[src/rtl/fetch_unit_pkg.sv]
// Shared definitions for the instruction fetch stage: state encodings,
// opcode constants, default bubble word and offset sign-extension helper.
package fetch_unit_pkg;

  localparam int DATA_W = 32;

  localparam logic [1:0] ST_IDLE  = 2'd0;
  localparam logic [1:0] ST_RUN   = 2'd1;
  localparam logic [1:0] ST_STALL = 2'd2;

  localparam logic [5:0] OP_J = 6'b000001;

  localparam logic [DATA_W-1:0] NOP_DEFAULT = 32'd0;

  function automatic logic signed [DATA_W-1:0] sext26(input logic [25:0] off);
    return {{(DATA_W-26){off[25]}}, off};
  endfunction

endpackage

[src/rtl/fetch_predecode.sv]
// J-opcode detector and PC-relative jump target adder for the fetch stage.
// Only built when FETCH_JUMP_PREDECODE_EN is defined.
`ifdef FETCH_JUMP_PREDECODE_EN
module fetch_predecode
  import fetch_unit_pkg::*;
(
  input  logic [DATA_W-1:0] pc,
  input  logic [DATA_W-1:0] instr,
  output logic              is_j,
  output logic [DATA_W-1:0] target
);

  logic signed [DATA_W-1:0] offset;

  assign offset = sext26(instr[25:0]);
  assign is_j   = (instr[31:26] == OP_J);
  // Target is relative to the next sequential PC; wraps modulo 2^32.
  assign target = pc + 32'd1 + $unsigned(offset);

endmodule
`endif

[src/rtl/fetch_unit.sv]
// Instruction fetch stage with IDLE/RUN/STALL control and an IF/ID register.
// Optional jump predecode in the fetch stage: define FETCH_JUMP_PREDECODE_EN.
module fetch_unit
  import fetch_unit_pkg::*;
#(
  parameter logic [31:0] RESET_PC = 32'd0,
  parameter logic [31:0] NOP_WORD = NOP_DEFAULT
) (
  input  logic        clk,
  input  logic        rst,
  input  logic        start,
  input  logic        stall,
  input  logic        redirect_valid,
  input  logic [31:0] redirect_pc,
  output logic [31:0] imem_pc,
  input  logic [31:0] imem_instr,
  output logic [31:0] if_id_instr,
  output logic [31:0] if_id_pc_plus1,
  output logic        if_id_valid,
  output logic [1:0]  state,
  output logic [31:0] fetch_count
);

  logic [31:0] pc_p0, pc_n;
  logic [1:0]  st, st_n;
  logic [31:0] instr_p1, instr_n;
  logic [31:0] pcp1_p1, pcp1_n;
  logic        vld_p1, vld_n;
  logic [31:0] cnt, cnt_n;
  logic [31:0] pc_plus1;
  logic        fetch;

  assign pc_plus1 = pc_p0 + 32'd1;

`ifdef FETCH_JUMP_PREDECODE_EN
  logic        pd_is_j;
  logic [31:0] pd_target;

  fetch_predecode u_predecode (
    .pc     (pc_p0),
    .instr  (imem_instr),
    .is_j   (pd_is_j),
    .target (pd_target)
  );
`endif

  always_comb begin
    pc_n    = pc_p0;
    st_n    = st;
    instr_n = instr_p1;
    pcp1_n  = pcp1_p1;
    vld_n   = vld_p1;
    cnt_n   = cnt;
    fetch   = 1'b0;
    case (st)
      ST_IDLE: begin
        if (start) begin
          if (stall) st_n = ST_STALL;
          else       fetch = 1'b1;
        end
      end
      ST_RUN, ST_STALL: begin
        // Redirect outranks stall so a taken branch is never lost behind a hold.
        if (redirect_valid) begin
          st_n    = ST_RUN;
          pc_n    = redirect_pc;
          instr_n = NOP_WORD;
          vld_n   = 1'b0;
        end else if (stall) begin
          st_n = ST_STALL;
`ifdef FETCH_JUMP_PREDECODE_EN
        end else if (pd_is_j) begin
          st_n    = ST_RUN;
          pc_n    = pd_target;
          instr_n = NOP_WORD;
          vld_n   = 1'b0;
          cnt_n   = cnt + 32'd1;
`endif
        end else begin
          fetch = 1'b1;
        end
      end
      default: st_n = ST_IDLE;
    endcase
    if (fetch) begin
      st_n    = ST_RUN;
      pc_n    = pc_plus1;
      instr_n = imem_instr;
      pcp1_n  = pc_plus1;
      vld_n   = 1'b1;
      cnt_n   = cnt + 32'd1;
    end
  end

  // IF/ID stage boundary
  always_ff @(posedge clk) begin
    if (rst) begin
      pc_p0    <= RESET_PC;
      st       <= ST_IDLE;
      instr_p1 <= NOP_WORD;
      pcp1_p1  <= 32'd0;
      vld_p1   <= 1'b0;
      cnt      <= 32'd0;
    end else begin
      pc_p0    <= pc_n;
      st       <= st_n;
      instr_p1 <= instr_n;
      pcp1_p1  <= pcp1_n;
      vld_p1   <= vld_n;
      cnt      <= cnt_n;
    end
  end

  assign imem_pc        = pc_p0;
  assign if_id_instr    = instr_p1;
  assign if_id_pc_plus1 = pcp1_p1;
  assign if_id_valid    = vld_p1;
  assign state          = st;
  assign fetch_count    = cnt;

endmodule

[config.mk]
export PLATFORM = sky130hd
export DESIGN_NAME = fetch_unit
export DESIGN_NICKNAME = d
export VERILOG_FILES = /design/src/rtl/fetch_unit_pkg.sv /design/src/rtl/fetch_predecode.sv /design/src/rtl/fetch_unit.sv
export SDC_FILE = /design/constraint.sdc
export NUM_CORES = 1
export LEC_CHECK = 0
export CAP_MARGIN = 20
export CORE_AREA = 10 10 158 160
export DETAILED_ROUTE_END_ITERATION = 12
export DIE_AREA = 0 0 168 170
export PLACE_DENSITY = 0.61
export SETUP_SLACK_MARGIN = 0.5
export SYNTH_ARGS = -nofsm -noshare
export SYNTH_HDL_FRONTEND = slang
export SYNTH_SLANG_ARGS = --single-unit
[constraint.sdc]
create_clock -name clk -period 2.6 [get_ports clk]
set_input_delay 0.78 -clock clk [delete_from_list [all_inputs] [get_ports clk]]
set_output_delay 0.78 -clock clk [all_outputs]
set_load 0.01 [all_outputs]
==> key figures, run 1 <==
Worst setup path
  • Crit path max-delay family: buffers and inverters
  • Critical path type: reg -> out
  • Crit path buffers/inverters: 1
  • Startpoint types: register
  • Depth of the most critical reg-to-reg path: 9
  • WP data arrival: between 1 and 1.5 ns
  • Worst path slowest cell: clkdlybuf4s50_1
  • Worst R2R Start: state[0]
  • Critical path required time: 1.82 ns
  • Crit-path cells: clkdlybuf4s50_1
  • FF-to-FF setup slack: 0.58 ns
  • Crit end category: primary output
  • Critical Path Fanout Max: 2
  • Reg-to-reg endpoint: imem_pc[14]
  • Largest stage delay, worst path: 0.55 ns

Synthesis
  • Cells after Synth: 667
  • Mapped Nets: 740
  • Share of the synthesized area in the top cell type: 0.452
  • Area leader, netlist: dfxtp_1
  • Mux contribution to synthesized area: 0.00885
  • Area share of fa/ha/maj cells after synthesis: 0.00863
  • Synthesized area: between 5000 and 6000 um2
  • Post-synthesis sequential area ratio: 0.452
  • Post-synth EDFFs: 0
  • Synth area leaders: dfxtp_1 45%, a22o_1 4.8%, xnor2_1 4.5%
  • Yosys Warn Count: 0
  • Synth async-reset ratio: 0
  • Main synth FF type: dfxtp_1
  • Simple-Gate Fraction of Synth Area: 0.222
  • XOR/XNOR Fraction of Synth Area: 0.0665
  • Post-synthesis compound-gate area fraction: 0.199
  • Largest family of logic cells by synthesized area: simple AND/OR/NAND/NOR gates
  • Post-Syn Area per Cell: 8.69 um2
  • Synth cell types: 57
  • Seq cells post-synth: 131

Power
  • Final Power: just under 7 mW
  • Internal: around 4.7 mW
  • Psw: 2.02 mW
  • Clock power frac: 0.370
  • VDD IR max: around 0.41 mV
  • Reg power frac: 0.368
  • Comb power frac: 0.262
  • PD cells: 715 nW/um2
  • LEAKAGE: 4.23 nW
  • Sw Ratio: 0.300

Die
  • Initial Util: 0.267
  • Area of the core: 21700 um2
  • Die Span X: approximately 170 um
  • Num rows: 54
  • IO Pins: 200
  • Die area: about 29000 um2
  • Die height: 170 um

Clocking
  • # hold bufs at CTS: 0
  • CTS Buf Count: 17
  • Worst skew pair latency: 0.41 ns
  • Clk pin slew, worst setup/hold paths: 0.06 ns
  • TritonCTS clock tree: built
  • Worst-case clock buffer depth: 2
  • CTS sink cnt: 131
  • Htree depth: 4
  • CTS root buffer: clkbuf_16

Status
  • Status: finished clean

STA
  • Final Hold Fails: 0
  • Worst-margin pin slew: 0.691 ns
  • RSZ-0062 raised after global routing: true
  • F_max: around 0.48 GHz
  • Fin crit period: slightly above 2 ns
  • Tcrit/Tclk final: 0.800
  • Rel. slew slack: 0.539
  • Setup TNS: 0 ns
  • Setup-failing EPs final: 0
  • Clock skew: 0.00841 ns
  • Final Max Tran Viols: 0

Placed design
  • Post-detail-place hpwl: ~15000 um
  • # port buffers: 199
  • Placed cells: 1145
  • Placer Congestion: 0.847

Routing
  • Vias per cell: 4.87
  • Final ANT Viol Nets: 0
  • Drt drc: 0
  • DR WL/cell: 17.7 um
  • Drt first-iter violations: 267
  • First-pass iteration count of the detailed router: 4
  • Routed WL: 21200 um
  • Via count: 5834

Global routing
  • Gr usage total: 0.144
  • Initial antenna violation count: 4
  • Vias in the first global route: 5976
  • Global-route wire length before repair: roughly 33000 um
  • Largest net degree at the start of global routing: 63
  • Remaining Overflow, GRT: 0

Finish
  • Area grow syn2layout: 62.4%
  • Fillers: 2161
  • Fraction of layout cells with a size suffix above 1: 0.189
  • Nets: 975
  • Multi-input gate area: 3190 um2
  • Finished Core Util: 0.434
  • Register area: approximately 2700 um2
  • Non-Filler Instances: 1198

Hold path
  • Hold_sp: if_id_valid
  • Worst hold path class: reg -> reg
  • Worst Hold End: if_id_valid
  • Hold path cells: 2

Job
  • Max-cap violations: 0
-- worst max-delay path by stage --
stage | start | end | slack, ns | depth (start not counted)
after floorplan | stall | fetch_count[22] | 0.48 | 6
after global placement | start | imem_pc[7] | -0.03 | 7
after detailed placement | start | imem_pc[14] | -0.08 | 7
after global routing | if_id_pc_plus1[12] | if_id_pc_plus1[12] | 0.49 | 1
final | if_id_pc_plus1[12] | if_id_pc_plus1[12] | 0.52 | 1
after CTS | imem_pc[13] | imem_pc[13] | 0.32 | 2
-- registers in the layout (all words and copies together), names as in the netlist --
register and flops:
if_id_instr 32, imem_pc 32, if_id_pc_plus1 32, if_id_valid 1, fetch_count 32, state 2
-- cells in the mapped netlist (all sizes together) (17+ instances only) --
cell type  number
nor4           22
clkbuf         35
inv            17
nor2           67
dfxtp         131
nor3           21
xnor2          30
nand2          68
a21oi          40
o21ai          39
nand3          21
a22o           32
nand4          18
-- placed cells by master, fill, tap and decap left out, types with 16 or more instances in the layout --
master and instances:
dlymetal6s2s_1 26, nand2_1 68, nor3_1 18, clkbuf_16 18
xnor2_1 29, dlygate4sd2_1 103, inv_1 17, nand4_1 16
nand3_1 18, o21ai_0 38, nor2_1 63, dfxtp_1 103
dfxtp_2 25, a21oi_1 39, clkdlybuf4s50_1 69, buf_4 51
a22o_1 32
-- metrics by stage --
step	instance area (um2)	hold WS, ns	setup slack (ns)
after floorplan	5840	0.476	0.483
after global placement	8410	0.441	-0.0264
after detailed placement	8410	0.452	-0.0838
after CTS	9200	0.460	0.316
after global routing	9410	0.488	0.485
final	9420	0.454	0.520
-- kinds of logic (layout without fill, tap and decap cells) --
logic type,after synthesis,count (layout)
and+or+nand+nor,253,254
buffers and inverters,63,310
muxes,5,5
other,0,3
adders and majority gates,4,4
AOI/OAI and AO/OA,167,167
xor gates and xnor gates,44,44
DFF,131,131
-- routing by layer --
| layer | track usage | up-vias | routed length [um] |
|---|---|---|---|
| met5 | 0 | - | 12 |
| met4 | 0.0450 | 2 | 323 |
| met3 | 0.0627 | 24 | 2020 |
| met2 | 0.222 | 213 | 9320 |
| met1 | 0.177 | 2699 | 9560 |
| li1 | - | 2896 | - |
-- layout make-up --
class	instances	area share
Antenna cell	3	0.000797
Multi-Input combinational cell	474	0.339
Inverter	17	0.00678
Timing Repair Buffer	261	0.269
Clock buffer	22	0.0526
Tap cell	280	0.0372
Clock inverter	10	0.0126
Sequential cell	131	0.283
-- power by group through the flow --
stage | clock [mW] | sequential [mW] | combinational [mW]
2_1_floorplan | 0 | 2.57 | 0.678
6_report | 2.49 | 2.48 | 1.77
5_1_grt | 2.63 | 2.51 | 1.93
4_1_cts | 2.55 | 2.48 | 1.77
3_5_place_dp | 0 | 2.51 | 1.76
3_3_place_gp | 0 | 2.51 | 1.75
-- what timing repair did --
| item | 4_1_cts | 5_1_grt |
|---|---|---|
| cloned | 3 | 0 |
| setup endpoints to repair | 187 | 115 |
| setup buffers | 6 | 9 |
| gates resized for setup | 154 | 43 |
| pin swaps | 6 | 17 |
No activity file was read; power rests on OpenSTA's default activity.
==> run 2: changes to the inputs <==
==> constraint.sdc (replaced) <==
create_clock -name clk -period 2.12 [get_ports clk]
set_input_delay 0.636 -clock clk [delete_from_list [all_inputs] [get_ports clk]]
set_output_delay 0.636 -clock clk [all_outputs]
set_load 0.01 [all_outputs]
==> run 2 against run 1 <==
Net effect: global-route usage is 1.4 points higher; non-clock buffer count increased by 108; combinational power grew 75%; clock-buffer cell count fell by 4; flip-flop and latch count stayed put; register-to-register slack got worse by 0.42 ns; clock skew about the same; hold slack improved by 0.0023 ns; clock power rose by 24%; core utilization up 7.0 points; via count is 12% higher; highest routed layer unchanged.
==> key figures, run 2 (synthesis gave the netlist of run 1 again) <==
Global routing
  • Met2 GRT Util: 0.251
  • Global-route wire length before repair: 36400 um
  • Gr usage total: 0.158
  • GRT met3 Usage: 0.0624
  • Vias in the first global route: roughly 6600
  • Largest net degree at the start of global routing: 63
  • Remaining Overflow, GRT: 0
  • Busiest grt layer: met2
  • Initial antenna violation count: 5
  • GR Layer Usage met1: 0.188

Clocking
  • Clk pin slew, worst setup/hold paths: about 0.06 ns
  • Htree depth: 4
  • Worst skew pair latency: 0.42 ns
  • # hold bufs at CTS: 0
  • TritonCTS clock tree: built
  • Worst-case clock buffer depth: 2
  • CTS sink cnt: 131
  • CTS Buf Count: 17
  • CTS root buffer: clkbuf_16

Worst setup path
  • Crit-path cells: inv_2, ha_4, nor2b_4, buf_6, buf_4, o21ai_4, buf_12, buf_16, or3_1, a31oi_1
  • WP data arrival: 2.30 ns
  • Critical path required time: about 2.5 ns
  • Largest stage delay, worst path: 0.36 ns
  • Critical Path Fanout Max: 9
  • Critical path type: reg -> reg
  • Crit end category: register
  • Startpoint types: register
  • Worst path slowest cell: or3_1

Placed design
  • Placed cells: 1168
  • # port buffers: 199
  • Post-detail-place hpwl: 15900 um
  • Placer Congestion: 0.846

Finish
  • Commonest non-fill, non-tap cells in the layout: 110 x buf_4, 106 x buf_2, 64 x clkdlybuf4s50_1
  • Finished Core Util: 0.504
  • Nets: 1083
  • Commonest non-fill, non-tap cell in the layout: buf_4
  • Area grow syn2layout: 88.6%
  • Multi-input gate area: between 3000 and 4000 um2
  • Fillers: 2014
  • Non-Filler Instances: 1305
  • Fraction of layout cells with a size suffix above 1: 0.533
  • Register area: 2810 um2

Routing
  • Routed WL: 24800 um
  • Via count: approximately 6500
  • Vias per cell: approximately 5
  • Drt drc: 0
  • Drt first-iter violations: 271
  • DR WL/cell: approximately 19 um
  • Final ANT Viol Nets: 0
  • First-pass iteration count of the detailed router: 4

STA
  • Fin crit period: approximately 2.0 ns
  • Worst-margin pin slew: 0.793 ns
  • Tcrit/Tclk final: 0.927
  • Setup-failing EPs final: 0
  • Clock skew: 0.00792 ns
  • RSZ-0062 raised after global routing: true
  • F_max: about 0.51 GHz
  • Final Max Tran Viols: 0
  • Setup TNS: 0 ns
  • Final Hold Fails: 0
  • Rel. slew slack: 0.472
  • WHS: 0.456 ns

Power
  • LEAKAGE: 4.67 nW
  • PD cells: 844 nW/um2
  • VDD IR max: 0.572 mV
  • Final Power: roughly 9.2 mW

Die
  • Initial Util: 0.267
  • Num rows: 54
  • Die height: 170 um
  • Die area: 28600 um2
  • IO Pins: 200
  • Area of the core: approximately 22000 um2
  • Die Span X: 168 um

Job
  • Max-cap violations: 0

Status
  • Status: finished clean

Hold path
  • Worst hold path class: reg -> reg
run 2: final timing paths:
check                                        from                 to  slack [ns]  cells after the start
worst max-delay path                     state[1]         imem_pc[8]        0.16                     10
worst min-delay path            if_id_pc_plus1[1]  if_id_pc_plus1[1]        0.46                      2
worst max register to register           state[1]         imem_pc[8]        0.16                     10
worst min register to register  if_id_pc_plus1[1]  if_id_pc_plus1[1]        0.46                      2
run 2: layout make-up:
type | instances | share of cell area
Multi-Input combinational cell | 474 | 0.349
Timing Repair Buffer | 369 | 0.300
Sequential cell | 131 | 0.256
Clock buffer | 18 | 0.0401
Tap cell | 280 | 0.0320
Clock inverter | 14 | 0.0161
Inverter | 17 | 0.00583
Antenna cell | 2 | 0.000458
run 2: timing repair:
| action | CTS | global route |
|---|---|---|
| buffers inserted | 51 | 36 |
| setup endpoints to repair | 262 | 162 |
| resized for setup | 666 | 120 |
| pin swaps | 31 | 72 |
| cloned | 7 | 9 |
| endpoints found under the hold margin | 0 | 0 |
run 2: stage by stage:
| stage | cell area [um2] | setup slack, ns |
|---|---|---|
| 5_1_grt | 10900 | 0.0194 |
| 6_report | 10900 | 0.156 |
| 4_1_cts | 9980 | 0.161 |
| 3_3_place_gp | 8970 | -0.254 |
| 3_5_place_dp | 8970 | -0.284 |
| 2_1_floorplan | 6430 | 0.219 |
run 2: where the power goes:
part | internal [mW] | total (mW) | switching [mW]
registers | 2.78 | 3.04 | 0.254
clock network | 1.89 | 3.10 | 1.20
logic | 1.63 | 3.10 | 1.47
run 2: per-layer routing:
metal	routed length (um)	vias to the layer above	part of all wire
li1	-	3126	-
met1	10500	3082	0.42
met2	11600	259	0.47
met3	2090	48	0.084
met4	600	6	0.024
met5	40	-	0.0016
run 2: worst max-delay path: cells and delay by family, from the launching register on:
family | cells | cell delay, ns
and+or+nand+nor | 2 | 0.50
AOI/OAI and AO/OA | 2 | 0.18
buffers and inverters | 5 | 0.59
DFF | 1 | 0.35
adders and majority gates | 1 | 0.25
==> run 3: changes to the inputs <==
--- a/config.mk
+++ b/config.mk
@@ -5,11 +5,12 @@
 export SDC_FILE = /design/constraint.sdc
 export NUM_CORES = 1
 export LEC_CHECK = 0
+export ABC_AREA = 1
 export CAP_MARGIN = 20
-export CORE_AREA = 10 10 158 160
+export CORE_AREA = 10 10 164 166
 export DETAILED_ROUTE_END_ITERATION = 12
-export DIE_AREA = 0 0 168 170
-export PLACE_DENSITY = 0.61
+export DIE_AREA = 0 0 174 176
+export PLACE_DENSITY = 0.6
 export SETUP_SLACK_MARGIN = 0.5
 export SYNTH_ARGS = -nofsm -noshare
 export SYNTH_HDL_FRONTEND = slang
==> run 3 against run 2 <==
Net effect: first-iteration DRC count increased by 55%; flip-flop and latch count unchanged; core utilization decreased by 9.1 points; worst setup slack improved by 0.29 ns; synthesized cell count increased by 41%; total power increased by 2.2%; non-clock buffer count decreased by 89; routed wire length increased by 0.61%; largest power group is now registers.
==> key figures, run 3 <==
STA
  • Setup-failing EPs final: 0
  • Fin crit period: 1.68 ns
  • Clock skew: 0.0113 ns
  • Final Hold Fails: 0
  • F_max: 0.597 GHz
  • Worst-margin pin slew: between 0.3 and 0.4 ns
  • RSZ-0062 raised after global routing: true
  • Rel. slew slack: 0.753
  • Tcrit/Tclk final: 0.790
  • Final Max Tran Viols: 0
  • Final WS setup: ~0.44 ns

Clocking
  • Clk pin slew, worst setup/hold paths: roughly 0.06 ns
  • Worst-case clock buffer depth: 2
  • Htree depth: 4
  • Worst skew pair latency: 0.43 ns
  • CTS Buf Count: 17
  • CTS root buffer: clkbuf_16
  • TritonCTS clock tree: built
  • CTS sink cnt: 131
  • # hold bufs at CTS: 0

Global routing
  • Gr usage total: 0.155
  • Largest net degree at the start of global routing: 52
  • Remaining Overflow, GRT: 0
  • Vias in the first global route: about 6700
  • Initial antenna violation count: 0
  • Global-route wire length before repair: approximately 38000 um

Finish
  • Commonest non-fill, non-tap cells in the layout: 292 x nand2_1, 114 x buf_2, 86 x nor2_1
  • Nets: between 1000 and 1500
  • Antenna cells: 0
  • Commonest non-fill, non-tap cell in the layout: nand2_1
  • Fillers: 2549
  • Area grow syn2layout: 56.1%
  • Fraction of layout cells with a size suffix above 1: 0.319
  • Non-Filler Instances: 1539
  • Register area: 2820 um2
  • Multi-input gate area: 3440 um2

Die
  • IO Pins: 200
  • Area of the core: 23800 um2
  • Die area: 30600 um2
  • Die height: 176 um
  • Num rows: 57
  • Initial Util: 0.265
  • Die Span X: 174 um

Routing
  • Drt first-iter violations: 419
  • First-pass iteration count of the detailed router: 7
  • Drt drc: 0
  • Vias per cell: 4.55
  • Final ANT Viol Nets: 0
  • DR WL/cell: 16.2 um
  • Routed WL: 25000 um
  • Via count: 7009

Hold path
  • Worst hold path class: reg -> reg
  • Hold_sp: if_id_pc_plus1[21]
  • Hold path cells: 2
  • Worst Hold End: if_id_pc_plus1[21]

Power
  • Internal: 6.17 mW
  • Reg power frac: 0.347
  • Comb power frac: 0.321
  • PD cells: 958 nW/um2
  • Sw Ratio: 0.346
  • Psw: 3.26 mW
  • VDD IR max: between 0.4 and 0.5 mV
  • LEAKAGE: between 4 and 5 nW
  • Clock power frac: 0.333

Worst setup path
  • Critical Path Fanout Max: 3
  • Crit path max-delay family: flip-flops
  • Reg-to-reg endpoint: fetch_count[1]
  • FF-to-FF setup slack: 0.45 ns
  • Worst setup path start: state[0]
  • Largest stage delay, worst path: 0.35 ns
  • Worst path slowest cell: dfxtp_4
  • Critical path required time: 1.48 ns
  • Depth of the most critical reg-to-reg path: 10
  • Crit path buffers/inverters: 2
  • Worst R2R Start: state[0]
  • Startpoint types: register
  • Crit end category: primary output
  • Critical path type: reg -> out
  • WP data arrival: 1.04 ns
  • Crit-path cells: buf_4, buf_2

Synthesis
  • Mapped Nets: 1014
  • Post-synthesis sequential area ratio: 0.416
  • Synth cell types: 36
  • Top cells by count, synth: 298 x nand2_1, 131 x dfxtp_1, 94 x nor2_1
  • Top-count cell post-synth: nand2_1
  • Post-synth EDFFs: 0
  • Synth area leaders: dfxtp_1 42%, nand2_1 18%, nand3_1 6.2%
  • Area leader, netlist: dfxtp_1
  • Main synth FF type: dfxtp_1
  • Cells after Synth: approximately 940
  • Synthesized area: 6310 um2
  • Yosys Warn Count: 0
  • Synth async-reset ratio: 0
  • Seq cells post-synth: around 130
  • Post-Syn Area per Cell: about 6.7 um2
  • Share of the synthesized area in the top cell type: 0.416

Job
  • Max-cap violations: 0

Placed design
  • # port buffers: 199
  • Pre-CTS WS: -0.0791 ns
  • Post-detail-place hpwl: ~17000 um
  • Placer Congestion: 0.869
  • Placed cells: 1452

Status
  • Status: finished clean
## run 3: metrics by stage
| stage | util | setup TNS [ns] | power, mW | area (um2) | hold WS (ns) |
|---|---|---|---|---|---|
| after floorplan | - | 0 | 4.43 | 6310 | 0.474 |
| after global placement | 0.372 | -0.455 | 5.96 | 8860 | 0.443 |
| after detailed placement | 0.372 | -1.10 | 5.99 | 8860 | 0.447 |
| after CTS | 0.394 | 0 | 9.15 | 9390 | 0.453 |
| after global routing | 0.414 | 0 | 9.95 | 9850 | 0.470 |
| final | 0.414 | 0 | 9.43 | 9850 | 0.451 |
## run 3: worst min-delay path, cell delays in order, from the launching register on
cell and delay, ns:
dfxtp_1 0.31, nand2_1 0.05, o21ai_1 0.05
## run 3: how the worst max path moves through the flow
stage,slack [ns],depth (start not counted),endpoint
after floorplan,0.52,10,if_id_pc_plus1[16]
after global placement,-0.07,10,fetch_count[17]
after detailed placement,-0.08,9,fetch_count[17]
after CTS,0.41,1,imem_pc[9]
after global routing,0.33,11,fetch_count[23]
final,0.44,2,state[0]
## run 3: layout make-up
cell class,instances,share of cell area
multi-input combinational,702,0.349
inverter,70,0.0277
timing repair buffer,280,0.233
clock inverter,15,0.0193
sequential,131,0.286
clock buffer,17,0.0432
tap,324,0.0411
## run 3: kinds of logic after synthesis
| group | synth area share |
|---|---|
| adder cells (fa/ha/maj) | 0.00793 |
| AND/OR/NAND/NOR | 0.351 |
| AO/OA/AOI/OAI | 0.134 |
| XOR/XNOR | 0.0194 |
| flip-flops | 0.416 |
| buffers and inverters | 0.0718 |
## run 3: layer usage
layer / track usage / vias to the layer above / wire, um
met1: 0.194 / 3191 / 11200
met3: 0.0472 / 27 / 1780
met2: 0.248 / 216 / 11600
met4: 0.0549 / 0 / 440
met5: 0 / - / 0
li1: - / 3575 / -
## run 3: what timing repair did
action	4_1_cts	5_1_grt
setup buffers	31	16
endpoints found under the setup margin	239	128
gates cloned	2	6
resized for setup	651	84
pin swaps	8	18
## run 3: power by group through the flow
stage               logic, mW  registers (mW)  clock network [mW]
CTS                      2.71            3.24                3.21
floorplan                1.04            3.39                   0
detailed placement       2.68            3.31                   0
global placement         2.65            3.31                   0
finish                   3.02            3.27                3.14
global route             3.29            3.33                3.33
